[src/rtl/rv_decode_ctrl_stage_if.sv]
// rv_decode_ctrl_stage_if: fetch/execute handshake and registered decode bundle
interface rv_decode_ctrl_stage_if #(parameter int XLEN = 64);
  logic            in_valid, in_ready, flush, out_valid, out_ready;
  logic [31:0]     in_instr;
  logic [XLEN-1:0] in_pc, out_pc;
  logic [4:0]      out_rs1, out_rs2, out_rd;
  logic [2:0]      out_funct3;
  logic [6:0]      out_funct7;
  logic            out_reg_write, out_mem_read, out_mem_write, out_alu_src, out_mem_to_reg;
  logic            out_branch, out_jump, out_word_op, out_illegal;
  modport slave (
    input  in_valid, in_instr, in_pc, flush, out_ready,
    output in_ready, out_valid, out_pc, out_rs1, out_rs2, out_rd, out_funct3, out_funct7,
    output out_reg_write, out_mem_read, out_mem_write, out_alu_src, out_mem_to_reg,
    output out_branch, out_jump, out_word_op, out_illegal
  );
  modport master (
    output in_valid, in_instr, in_pc, flush, out_ready,
    input  in_ready, out_valid, out_pc, out_rs1, out_rs2, out_rd, out_funct3, out_funct7,
    input  out_reg_write, out_mem_read, out_mem_write, out_alu_src, out_mem_to_reg,
    input  out_branch, out_jump, out_word_op, out_illegal
  );
endinterface

[src/rtl/rv_decode_ctrl_stage.sv]
// rv_decode_ctrl_stage: registered decode stage with load-use interlock, flush and stall counter
module rv_decode_ctrl_stage #(
  parameter int XLEN      = 64,
  parameter bit SUPPORT_W = 1'b1,
  parameter int CNT_W     = 16
) (
  input  logic                 clk,
  input  logic                 rst_n,
  rv_decode_ctrl_stage_if.slave bus,
  output logic [CNT_W-1:0]     stall_cnt
);
  // ctl = {reg_write, mem_read, mem_write, alu_src, mem_to_reg, branch, jump, word_op, illegal}
  localparam logic [8:0] ILL = 9'b000000001;
  logic [31:0]      ins;
  logic [6:0]       opc;
  logic [4:0]       rs1, rs2, rd;
  logic [8:0]       ctl;
  logic             uses_rs1, uses_rs2, hazard, in_ready, valid_q;
  logic [XLEN+33:0] bundle_d, bundle_q;
  logic [CNT_W-1:0] cnt_d, cnt_q;
  assign ins = bus.in_instr;
  assign opc = ins[6:0];
  assign rd  = ins[11:7];
  assign rs1 = ins[19:15];
  assign rs2 = ins[24:20];
  always_comb begin
    ctl = ILL;
    case (opc)
      7'b0110011: ctl = 9'b100000000;
      7'b0010011: ctl = 9'b100100000;
      7'b0011011: ctl = SUPPORT_W ? 9'b100100010 : ILL;
      7'b0111011: ctl = SUPPORT_W ? 9'b100000010 : ILL;
      7'b0000011: ctl = 9'b110110000;
      7'b0100011: ctl = 9'b001100000;
      7'b1100011: ctl = 9'b000001000;
      7'b0110111: ctl = 9'b100100000;
      7'b0010111: ctl = 9'b100100000;
      7'b1101111: ctl = 9'b100100100;
      7'b1100111: ctl = 9'b100100100;
      default:    ctl = ILL;
    endcase
    if (rd == 5'd0) ctl[8] = 1'b0;
  end
  assign uses_rs1 = !(opc inside {7'b0110111, 7'b0010111, 7'b1101111});
  assign uses_rs2 = opc inside {7'b0110011, 7'b0111011, 7'b0100011, 7'b1100011};
  assign hazard = valid_q && bus.out_mem_read && (bus.out_rd != 5'd0) && bus.in_valid &&
                  ((uses_rs1 && rs1 == bus.out_rd) || (uses_rs2 && rs2 == bus.out_rd));
  assign in_ready = !bus.flush && !hazard && (!valid_q || bus.out_ready);
  assign bundle_d = {bus.in_pc, rs1, rs2, rd, ins[14:12], ins[31:25], ctl};
  assign cnt_d = (hazard && !bus.flush && !(&cnt_q)) ? cnt_q + 1'b1 : cnt_q;
  always_ff @(posedge clk) begin
    if (!rst_n) begin
      valid_q  <= 1'b0;
      bundle_q <= '0;
      cnt_q    <= '0;
    end else begin
      cnt_q <= cnt_d;
      if (bus.flush) valid_q <= 1'b0;
      else if (bus.in_valid && in_ready) begin
        valid_q  <= 1'b1;
        bundle_q <= bundle_d;
      end else if (bus.out_ready) valid_q <= 1'b0;
    end
  end
  assign bus.in_ready  = in_ready;
  assign bus.out_valid = valid_q;
  assign {bus.out_pc, bus.out_rs1, bus.out_rs2, bus.out_rd, bus.out_funct3, bus.out_funct7,
          bus.out_reg_write, bus.out_mem_read, bus.out_mem_write, bus.out_alu_src, bus.out_mem_to_reg,
          bus.out_branch, bus.out_jump, bus.out_word_op, bus.out_illegal} = bundle_q;
  assign stall_cnt = cnt_q;
endmodule

[src/flat_wrapper.sv]
// flat-port wrapper written by rule: the top's interface ports become plain ports
module rv_decode_ctrl_stage_flat 
#(
  parameter int XLEN      = 64,
  parameter bit SUPPORT_W = 1'b1,
  parameter int CNT_W     = 16
)
  (clk, rst_n, stall_cnt, bus_in_valid, bus_in_instr, bus_in_pc, bus_flush, bus_out_ready, bus_in_ready, bus_out_valid, bus_out_pc, bus_out_rs1, bus_out_rs2, bus_out_rd, bus_out_funct3, bus_out_funct7, bus_out_reg_write, bus_out_mem_read, bus_out_mem_write, bus_out_alu_src, bus_out_mem_to_reg, bus_out_branch, bus_out_jump, bus_out_word_op, bus_out_illegal);
  rv_decode_ctrl_stage_if #(.XLEN(XLEN)) bus_i ();
  input  logic clk;
  input  logic rst_n;
  output logic [CNT_W-1:0] stall_cnt;
  input wire logic [$bits(bus_i.in_valid)-1:0] bus_in_valid;
  input wire logic [$bits(bus_i.in_instr)-1:0] bus_in_instr;
  input wire logic [$bits(bus_i.in_pc)-1:0] bus_in_pc;
  input wire logic [$bits(bus_i.flush)-1:0] bus_flush;
  input wire logic [$bits(bus_i.out_ready)-1:0] bus_out_ready;
  output wire logic [$bits(bus_i.in_ready)-1:0] bus_in_ready;
  output wire logic [$bits(bus_i.out_valid)-1:0] bus_out_valid;
  output wire logic [$bits(bus_i.out_pc)-1:0] bus_out_pc;
  output wire logic [$bits(bus_i.out_rs1)-1:0] bus_out_rs1;
  output wire logic [$bits(bus_i.out_rs2)-1:0] bus_out_rs2;
  output wire logic [$bits(bus_i.out_rd)-1:0] bus_out_rd;
  output wire logic [$bits(bus_i.out_funct3)-1:0] bus_out_funct3;
  output wire logic [$bits(bus_i.out_funct7)-1:0] bus_out_funct7;
  output wire logic [$bits(bus_i.out_reg_write)-1:0] bus_out_reg_write;
  output wire logic [$bits(bus_i.out_mem_read)-1:0] bus_out_mem_read;
  output wire logic [$bits(bus_i.out_mem_write)-1:0] bus_out_mem_write;
  output wire logic [$bits(bus_i.out_alu_src)-1:0] bus_out_alu_src;
  output wire logic [$bits(bus_i.out_mem_to_reg)-1:0] bus_out_mem_to_reg;
  output wire logic [$bits(bus_i.out_branch)-1:0] bus_out_branch;
  output wire logic [$bits(bus_i.out_jump)-1:0] bus_out_jump;
  output wire logic [$bits(bus_i.out_word_op)-1:0] bus_out_word_op;
  output wire logic [$bits(bus_i.out_illegal)-1:0] bus_out_illegal;
  assign bus_i.in_valid = bus_in_valid;
  assign bus_i.in_instr = bus_in_instr;
  assign bus_i.in_pc = bus_in_pc;
  assign bus_i.flush = bus_flush;
  assign bus_i.out_ready = bus_out_ready;
  assign bus_in_ready = bus_i.in_ready;
  assign bus_out_valid = bus_i.out_valid;
  assign bus_out_pc = bus_i.out_pc;
  assign bus_out_rs1 = bus_i.out_rs1;
  assign bus_out_rs2 = bus_i.out_rs2;
  assign bus_out_rd = bus_i.out_rd;
  assign bus_out_funct3 = bus_i.out_funct3;
  assign bus_out_funct7 = bus_i.out_funct7;
  assign bus_out_reg_write = bus_i.out_reg_write;
  assign bus_out_mem_read = bus_i.out_mem_read;
  assign bus_out_mem_write = bus_i.out_mem_write;
  assign bus_out_alu_src = bus_i.out_alu_src;
  assign bus_out_mem_to_reg = bus_i.out_mem_to_reg;
  assign bus_out_branch = bus_i.out_branch;
  assign bus_out_jump = bus_i.out_jump;
  assign bus_out_word_op = bus_i.out_word_op;
  assign bus_out_illegal = bus_i.out_illegal;
  rv_decode_ctrl_stage #(.XLEN(XLEN), .SUPPORT_W(SUPPORT_W), .CNT_W(CNT_W)) u_core (.clk(clk), .rst_n(rst_n), .bus(bus_i), .stall_cnt(stall_cnt));
endmodule
[config.mk]
export PLATFORM = sky130hd
export DESIGN_NAME = rv_decode_ctrl_stage_flat
export DESIGN_NICKNAME = d
export VERILOG_FILES = /design/src/rtl/rv_decode_ctrl_stage_if.sv /design/src/rtl/rv_decode_ctrl_stage.sv /design/src/flat_wrapper.sv
export SDC_FILE = /design/constraint.sdc
export NUM_CORES = 1
export LEC_CHECK = 0
export ABC_AREA = 1
export CAP_MARGIN = 20
export CELL_PAD_IN_SITES_DETAIL_PLACEMENT = 0
export CELL_PAD_IN_SITES_GLOBAL_PLACEMENT = 1
export CORE_AREA = 2 2 140 142
export DETAILED_ROUTE_END_ITERATION = 6
export DIE_AREA = 0 0 142 144
export HOLD_SLACK_MARGIN = 0.05
export PLACE_DENSITY = 0.8
export REMOVE_ABC_BUFFERS = 1
export SYNTH_ARGS = -nofsm -noshare
export SYNTH_HDL_FRONTEND = slang
export SYNTH_SLANG_ARGS = --single-unit
[constraint.sdc]
create_clock -name clk -period 2.2 [get_ports clk]
set_input_delay 0.33 -clock clk [delete_from_list [all_inputs] [get_ports clk]]
set_output_delay 0.33 -clock clk [all_outputs]
set_load 0.01 [all_outputs]
==> results of run 1 <==
worst register-to-register path, cell delays in order, from the launching register on:
cell and delay, ps:
dfxtp_2 360, xor2_1 160, nor2_1 200, nand3_2 120, nand2_4 90, buf_4 240
nand2_4 80, nand3_4 100, buf_12 160, buf_4 180, nand2_1 60, nand2_1 50
nor2_1 40
stage by stage:
stage,hold slack (ps),cell area [µm²],instances,util
6_report,263,8720,1339,0.457
5_1_grt,246,8720,1338,0.457
4_1_cts,237,8710,1338,0.456
3_5_place_dp,498,8080,1307,0.424
3_3_place_gp,497,8080,1307,0.424
2_1_floorplan,402,5160,804,-
area by class of cell:
type,instances,share of cell area
Timing Repair Buffer,265,0.301
Clock inverter,10,0.0179
Inverter,125,0.0538
Antenna cell,1,0.000287
Multi-Input combinational cell,565,0.277
Sequential cell,114,0.262
Tap cell,238,0.0341
Clock buffer,21,0.0539
worst max-delay path by stage:
stage	startpoint	end	slack (ps)	cells past startpoint
2_1_floorplan	u_core.bundle_q[22]$_SDFFE_PN0P_	u_core.bundle_q[0]$_SDFFE_PN0P_	-300	11
3_3_place_gp	bus_in_instr[19]	u_core.bundle_q[18]$_SDFFE_PN0P_	-230	15
3_5_place_dp	bus_in_instr[19]	u_core.bundle_q[36]$_SDFFE_PN0P_	-250	15
4_1_cts	u_core.bundle_q[22]$_SDFFE_PN0P_	bus_in_ready	1	8
5_1_grt	bus_in_instr[19]	u_core.bundle_q[35]$_SDFFE_PN0P_	30	15
6_report	bus_in_instr[6]	bus_in_ready	140	10
Yosys cell counts, types with 8 or more instances:
cell and number:
dfxtp_1 114, inv_1 121, nand4_1 25, xor2_1 12, nand3_1 16, buf_4 11
clkbuf_1 14, xnor2_1 8, nand2_1 253, nor2_1 216, a21oi_1 17, buf_2 10
logic make-up (layout without fill, tap and decap cells):
family / after synthesis / count (layout)
and+or+nand+nor: 526 / 526
buffers and inverters: 163 / 421
DFF: 114 / 114
xor gates and xnor gates: 20 / 20
AOI/OAI and AO/OA: 18 / 18
adders and majority gates: 1 / 1
other: 0 / 1
metal layers:
layer  vias to the layer above  global-route usage
li1                       2979                   -
met4                         0              0.0547
met3                        20              0.0699
met1                      2362               0.182
met5                         -                   0
met2                       166               0.247
flip-flops by register name (all words and copies together), names as in the netlist:
signal	flops
u_core.bus.out_valid	1
u_core.stall_cnt	16
u_core.bundle_q	97
where the power goes:
group          total (mW)  switching, mW  internal, mW
Sequential           2.26         0.0688          2.19
Clock                2.93          0.957          1.97
Combinational       0.987          0.438         0.549
Total                6.18           1.46          4.71
repair_timing:
action	in CTS	in global routing
setup endpoints to repair	1	71
gates resized for setup	1	6
buffers inserted	0	0
pin swaps	0	0
==> flow_metrics.py, run 1 <==
metrics = {
    "status": {
        "status": "finished clean",
    },
    "worst_setup_path": {
        "cpPeakStageDelay_ps": 510,
        "startpoint_type": "primary input",
        "arrival_ps": 1730,
        "slowest_stage": "clkdlybuf4s50_1",
        "r2r_slack_ps": 260,
        "rr_endpoint": "u_core.bundle_q[36]$_SDFFE_PN0P_",
        "crit_required_ps": 1870,
        "critPathMaxFanout": 3,
        "crit_chain": "clkdlybuf4s50_1, inv_2, nand2_1, inv_2, nand3_2, nand2_1, nand3_2, nand2_4, a21boi_1, clkdlybuf4s15_1",
        "r2r_start": "u_core.bundle_q[22]$_SDFFE_PN0P_",
        "critPathTopFamily": "buffers and inverters",
        "worstSetupEndpointType": "output pin",
        "reg2reg_depth": 12,
        "path_class": "in2out",
        "path_buf_inv": 4,
    },
    "power_and_ir_drop": {
        "power_density_nw_per_um2": 708,
        "p_total_mw": 6.18,
        "p_leak_nw": 4.11,
        "max-vdd-ir-drop_mv": 0.506,
    },
    "route": {
        "route.layer.met1.wl_um": 6870,
        "drt_iter0_markers": 176,
        "dr.max_layer_used": "met4",
        "drc": 0,
        "drt-pass1-iter-count": 4,
        "route.detailed.wl_per_inst_um": 11.6,
        "avgViaCountPerCell": 4.13,
        "wl_met2_um": 6960,
        "drt_wl_total_um": 15600,
        "dr_total_vias": 5527,
        "ant_nets": 0,
        "wl_met3_um": 1490,
    },
    "placement": {
        "gp_congestion": 0.804,
        "io_buffers": 216,
        "pre_cts_ws_ps": -248,
        "hpwl_um": 11400,
    },
    "logic_synthesis": {
        "yosys.area_share.adder": 0.00233,
        "synthSimpleGateAreaFrac": 0.395,
        "synth_edf_count": 0,
        "async_flop_share": 0,
        "synth_top_cell_by_area": "dfxtp_1",
        "synth_cell_types": 22,
        "yosysSeqAreaShare": 0.424,
        "synth_top_family_by_area": "simple AND/OR/NAND/NOR gates",
        "synth_compound_area_frac": 0.0172,
        "avgSynthCellArea_um2": 6.39,
        "mappedNetlistArea_um2": 5380,
        "synth_warnings": 0,
        "ys.flop_type": "dfxtp_1",
        "synth-xor-area-share": 0.0326,
        "yosys-top-cells-area": "dfxtp_1, nand2_1, nor2_1, inv_1, nand4_1",
        "synth_top_area_frac": 0.424,
        "synth_mux_area_frac": 0,
        "syn_inst": 842,
        "ys_seq_elements": 114,
    },
    "global_route": {
        "grt_overflow": 0,
        "grt_pass1_wl_um": 24900,
        "antenna_found_initial": 1,
        "grt_pass1_vias": 5175,
        "grt_max_degree": 69,
        "grt_use_total": 0.154,
    },
    "clocking": {
        "htreeDepth": 4,
        "cts_tree": "done",
        "clock-sinks": 114,
        "clk_latency_ps": 410,
        "clkTransAtPathRegs_ps": 50,
        "cts-root-buf": "clkbuf_16",
        "clk_path_buf_depth": 2,
        "hold_buffers": 0,
        "cts_buffers": 17,
    },
    "worst_hold_path": {
        "worst_hold_path.endpoint": "u_core.bundle_q[21]$_SDFFE_PN0P_",
        "min_path_cells": 3,
        "min_path_type": "in2reg",
        "worstHoldStart": "rst_n",
    },
    "sta": {
        "fin_crit_sh": 0.936,
        "fin_crit_ps": 2060,
        "hold_violations": 0,
        "max_freq_ghz": 0.485,
        "fin_ws_ps": 140,
        "setup_viol": 0,
        "maxSlewHeadroom": 0.678,
        "fin_skew_ps": 7.74,
        "rsz0062_at_grt": "no",
        "worst_pin_slew_ps": 482,
        "slew_violations": 0,
        "tns_ps": 0,
    },
    "floorplanning": {
        "start_util": 0.282,
        "die_x_um": 142,
        "die_h_um": 144,
        "io_pins": 217,
        "rows": 51,
        "core_area_um2": 19100,
        "dieArea_um2": 20400,
    },
    "final_layout": {
        "nFillCells": 1957,
        "synthToLayoutAreaGrowth_pct": 62.2,
        "drive_above_1_share": 0.0873,
        "final_cell_mix": "nand2_1, nor2_1, clkdlybuf4s50_1",
        "nNetsFinal": 1190,
        "multi_input_area_um2": 2410,
        "final_common_cell": "nand2_1",
        "ff_latch_area_um2": 2280,
    },
    "job": {
        "max-cap-violations": 0,
    },
}
No activity file was read; power rests on OpenSTA's default activity.
==> run 2: changes to the inputs <==
--- a/config.mk
+++ b/config.mk
@@ -9,9 +9,9 @@
 export CAP_MARGIN = 20
 export CELL_PAD_IN_SITES_DETAIL_PLACEMENT = 0
 export CELL_PAD_IN_SITES_GLOBAL_PLACEMENT = 1
-export CORE_AREA = 2 2 140 142
+export CORE_AREA = 2 2 147 135
 export DETAILED_ROUTE_END_ITERATION = 6
-export DIE_AREA = 0 0 142 144
+export DIE_AREA = 0 0 149 137
 export HOLD_SLACK_MARGIN = 0.05
 export PLACE_DENSITY = 0.8
 export REMOVE_ABC_BUFFERS = 1
==> run 2 against run 1 <==
Register-to-register slack improved by 50 ps. Sequential power about the same. Core utilization decreased by 0.13 points. Cell area decreased by 1.4%. First-iteration DRC count increased by 6.8%. Total power decreased by 2.9%. Fmax increased by 2.0%. Count of clock-buffer cells in the layout decreased by 4. Combinational power decreased by 2%. Largest cell class unchanged.
==> flow_metrics.py, run 2 (synthesis gave the netlist of run 1 again) <==
metrics = {
    "clocking": {
        "clk_path_buf_depth": 2,
        "clkTransAtPathRegs_ps": 60,
        "htreeDepth": 4,
        "hold_buffers": 0,
        "cts_tree": "done",
        "clk_latency_ps": 410,
        "post_cts_buffers": 0,
        "cts-root-buf": "clkbuf_16",
        "clock-sinks": 114,
        "cts_buffers": 17,
    },
    "global_route": {
        "grt_max_degree": 63,
        "grt_pass1_wl_um": 25000,
        "grt_pass1_vias": 5043,
        "grt_use_total": 0.155,
        "antenna_found_initial": 0,
        "grt_overflow": 0,
    },
    "sta": {
        "hold_violations": 0,
        "max_freq_ghz": 0.495,
        "maxSlewHeadroom": 0.666,
        "whs_ps": 389,
        "setup_viol": 0,
        "fin_crit_ps": 2020,
        "fin_crit_sh": 0.918,
        "fin_ws_ps": 180,
        "fin_skew_ps": 6.69,
        "rsz0062_at_grt": "no",
        "slew_violations": 0,
        "worst_pin_slew_ps": 501,
    },
    "final_layout": {
        "ff_latch_area_um2": 2280,
        "nNetsFinal": 1176,
        "nFillCells": 1975,
        "multi_input_area_um2": 2410,
        "diodes": 0,
        "largest_register": "u_core.bundle_q",
        "final_area_um2": 8600,
        "synthToLayoutAreaGrowth_pct": 59.9,
        "largest_reg_flops": 97,
        "final_cell_mix": "nand2_1, nor2_1, clkdlybuf4s50_1",
        "drive_above_1_share": 0.0755,
        "final_common_cell": "nand2_1",
    },
    "worst_setup_path": {
        "critical_path.startpoint": "bus_in_instr[6]",
        "rr_endpoint": "u_core.stall_cnt[5]$_SDFFE_PN0P_",
        "reg2reg_depth": 10,
        "crit_path_end": "bus_in_ready",
        "worstSetupEndpointType": "output pin",
        "crit_required_ps": 1870,
        "startpoint_type": "primary input",
        "r2r_start": "u_core.stall_cnt[1]$_SDFFE_PN0P_",
        "r2r_slack_ps": 310,
        "arrival_ps": 1690,
        "path_class": "in2out",
        "critPathMaxFanout": 3,
    },
    "route": {
        "route.layer.met1.wl_um": 6860,
        "avgViaCountPerCell": 4.07,
        "drc": 0,
        "dr_total_vias": 5444,
        "drt-pass1-iter-count": 4,
        "route.detailed.wl_per_inst_um": 11.5,
        "drt_iter0_markers": 188,
        "drt_wl_total_um": 15400,
        "wl_met2_um": 6630,
        "dr.max_layer_used": "met4",
        "ant_nets": 0,
        "wl_met3_um": 1770,
    },
    "placement": {
        "place_area_um2": 8010,
        "io_buffers": 216,
        "gp_congestion": 0.827,
        "hpwl_um": 11100,
        "pre_cts_ws_ps": -207,
    },
    "status": {
        "status": "finished clean",
    },
    "job": {
        "max-cap-violations": 0,
    },
    "power_and_ir_drop": {
        "p_total_mw": 6.00,
        "power_density_nw_per_um2": 697,
        "p_leak_nw": 4.02,
        "max-vdd-ir-drop_mv": 0.587,
    },
    "floorplanning": {
        "die_h_um": 137,
        "core_area_um2": 18900,
        "die_x_um": 149,
        "dieArea_um2": 20400,
        "start_util": 0.285,
        "io_pins": 217,
        "rows": 48,
    },
    "worst_hold_path": {
        "min_path_type": "in2reg",
        "min_path_cells": 3,
    },
}
run 2: timing repair:
item / 4_1_cts / 5_1_grt
resized for setup: 1 / 5
gates cloned: 0 / 0
endpoints found under the setup margin: 1 / 1
run 2: through the flow:
step	utilization	setup TNS, ps	instances
finish	0.456	0	1336
global route	0.456	0	1336
CTS	0.456	0	1336
detailed placement	0.424	-4050	1305
global placement	0.424	-3880	1305
floorplan	-	-28560	804
run 2: worst min-delay path by stage:
stage | from | endpoint | slack, ps
global placement | u_core.bundle_q[97]$_SDFFE_PN0P_ | u_core.bundle_q[97]$_SDFFE_PN0P_ | 500
finish | rst_n | u_core.bundle_q[7]$_SDFFE_PN0P_ | 390
global route | rst_n | u_core.bundle_q[92]$_SDFFE_PN0P_ | 420
floorplan | bus_flush | u_core.bus.out_valid$_SDFFE_PP0P_ | 400
CTS | rst_n | u_core.bundle_q[7]$_SDFFE_PN0P_ | 400
detailed placement | u_core.bundle_q[30]$_SDFFE_PN0P_ | u_core.bundle_q[30]$_SDFFE_PN0P_ | 500
run 2: critical path, cell delays in order:
cell and delay (ps):
clkdlybuf4s50_1 480, inv_2 90, nand2_1 70, nor2_1 90, nand3_1 130, nand3_2 120, nand2_4 50, a21boi_0 160
clkbuf_2 170
run 2: per-layer routing:
layer,up-vias,global-route usage
li1,2961,-
met4,0,0.0386
met2,166,0.239
met5,-,0
met3,7,0.0837
met1,2310,0.190
run 2: cell type report:
cell class / count / area share
flip-flops and latches: 114 / 0.266
clock buffers: 17 / 0.0495
repair buffers: 251 / 0.294
multi-input cells: 565 / 0.280
well taps: 250 / 0.0364
clock inverters: 14 / 0.0192
inverters: 125 / 0.0546
run 2: where the power goes:
part	total, mW	internal (mW)	leakage, nW	switching [mW]
registers	2.26	2.19	0.938	0.0667
logic	0.969	0.535	2.81	0.434
clock network	2.77	1.77	0.277	1.00
==> run 3: changes to the inputs <==
--- a/config.mk
+++ b/config.mk
@@ -6,10 +6,11 @@
 export NUM_CORES = 1
 export LEC_CHECK = 0
 export ABC_AREA = 1
-export CAP_MARGIN = 20
+export CAP_MARGIN = 0
 export CELL_PAD_IN_SITES_DETAIL_PLACEMENT = 0
 export CELL_PAD_IN_SITES_GLOBAL_PLACEMENT = 1
 export CORE_AREA = 2 2 147 135
+export CTS_CLUSTER_SIZE = 16
 export DETAILED_ROUTE_END_ITERATION = 6
 export DIE_AREA = 0 0 149 137
 export HOLD_SLACK_MARGIN = 0.05
==> results of run 3 <==
The final DEF is identical to that of run 2; final timing and power are the same.
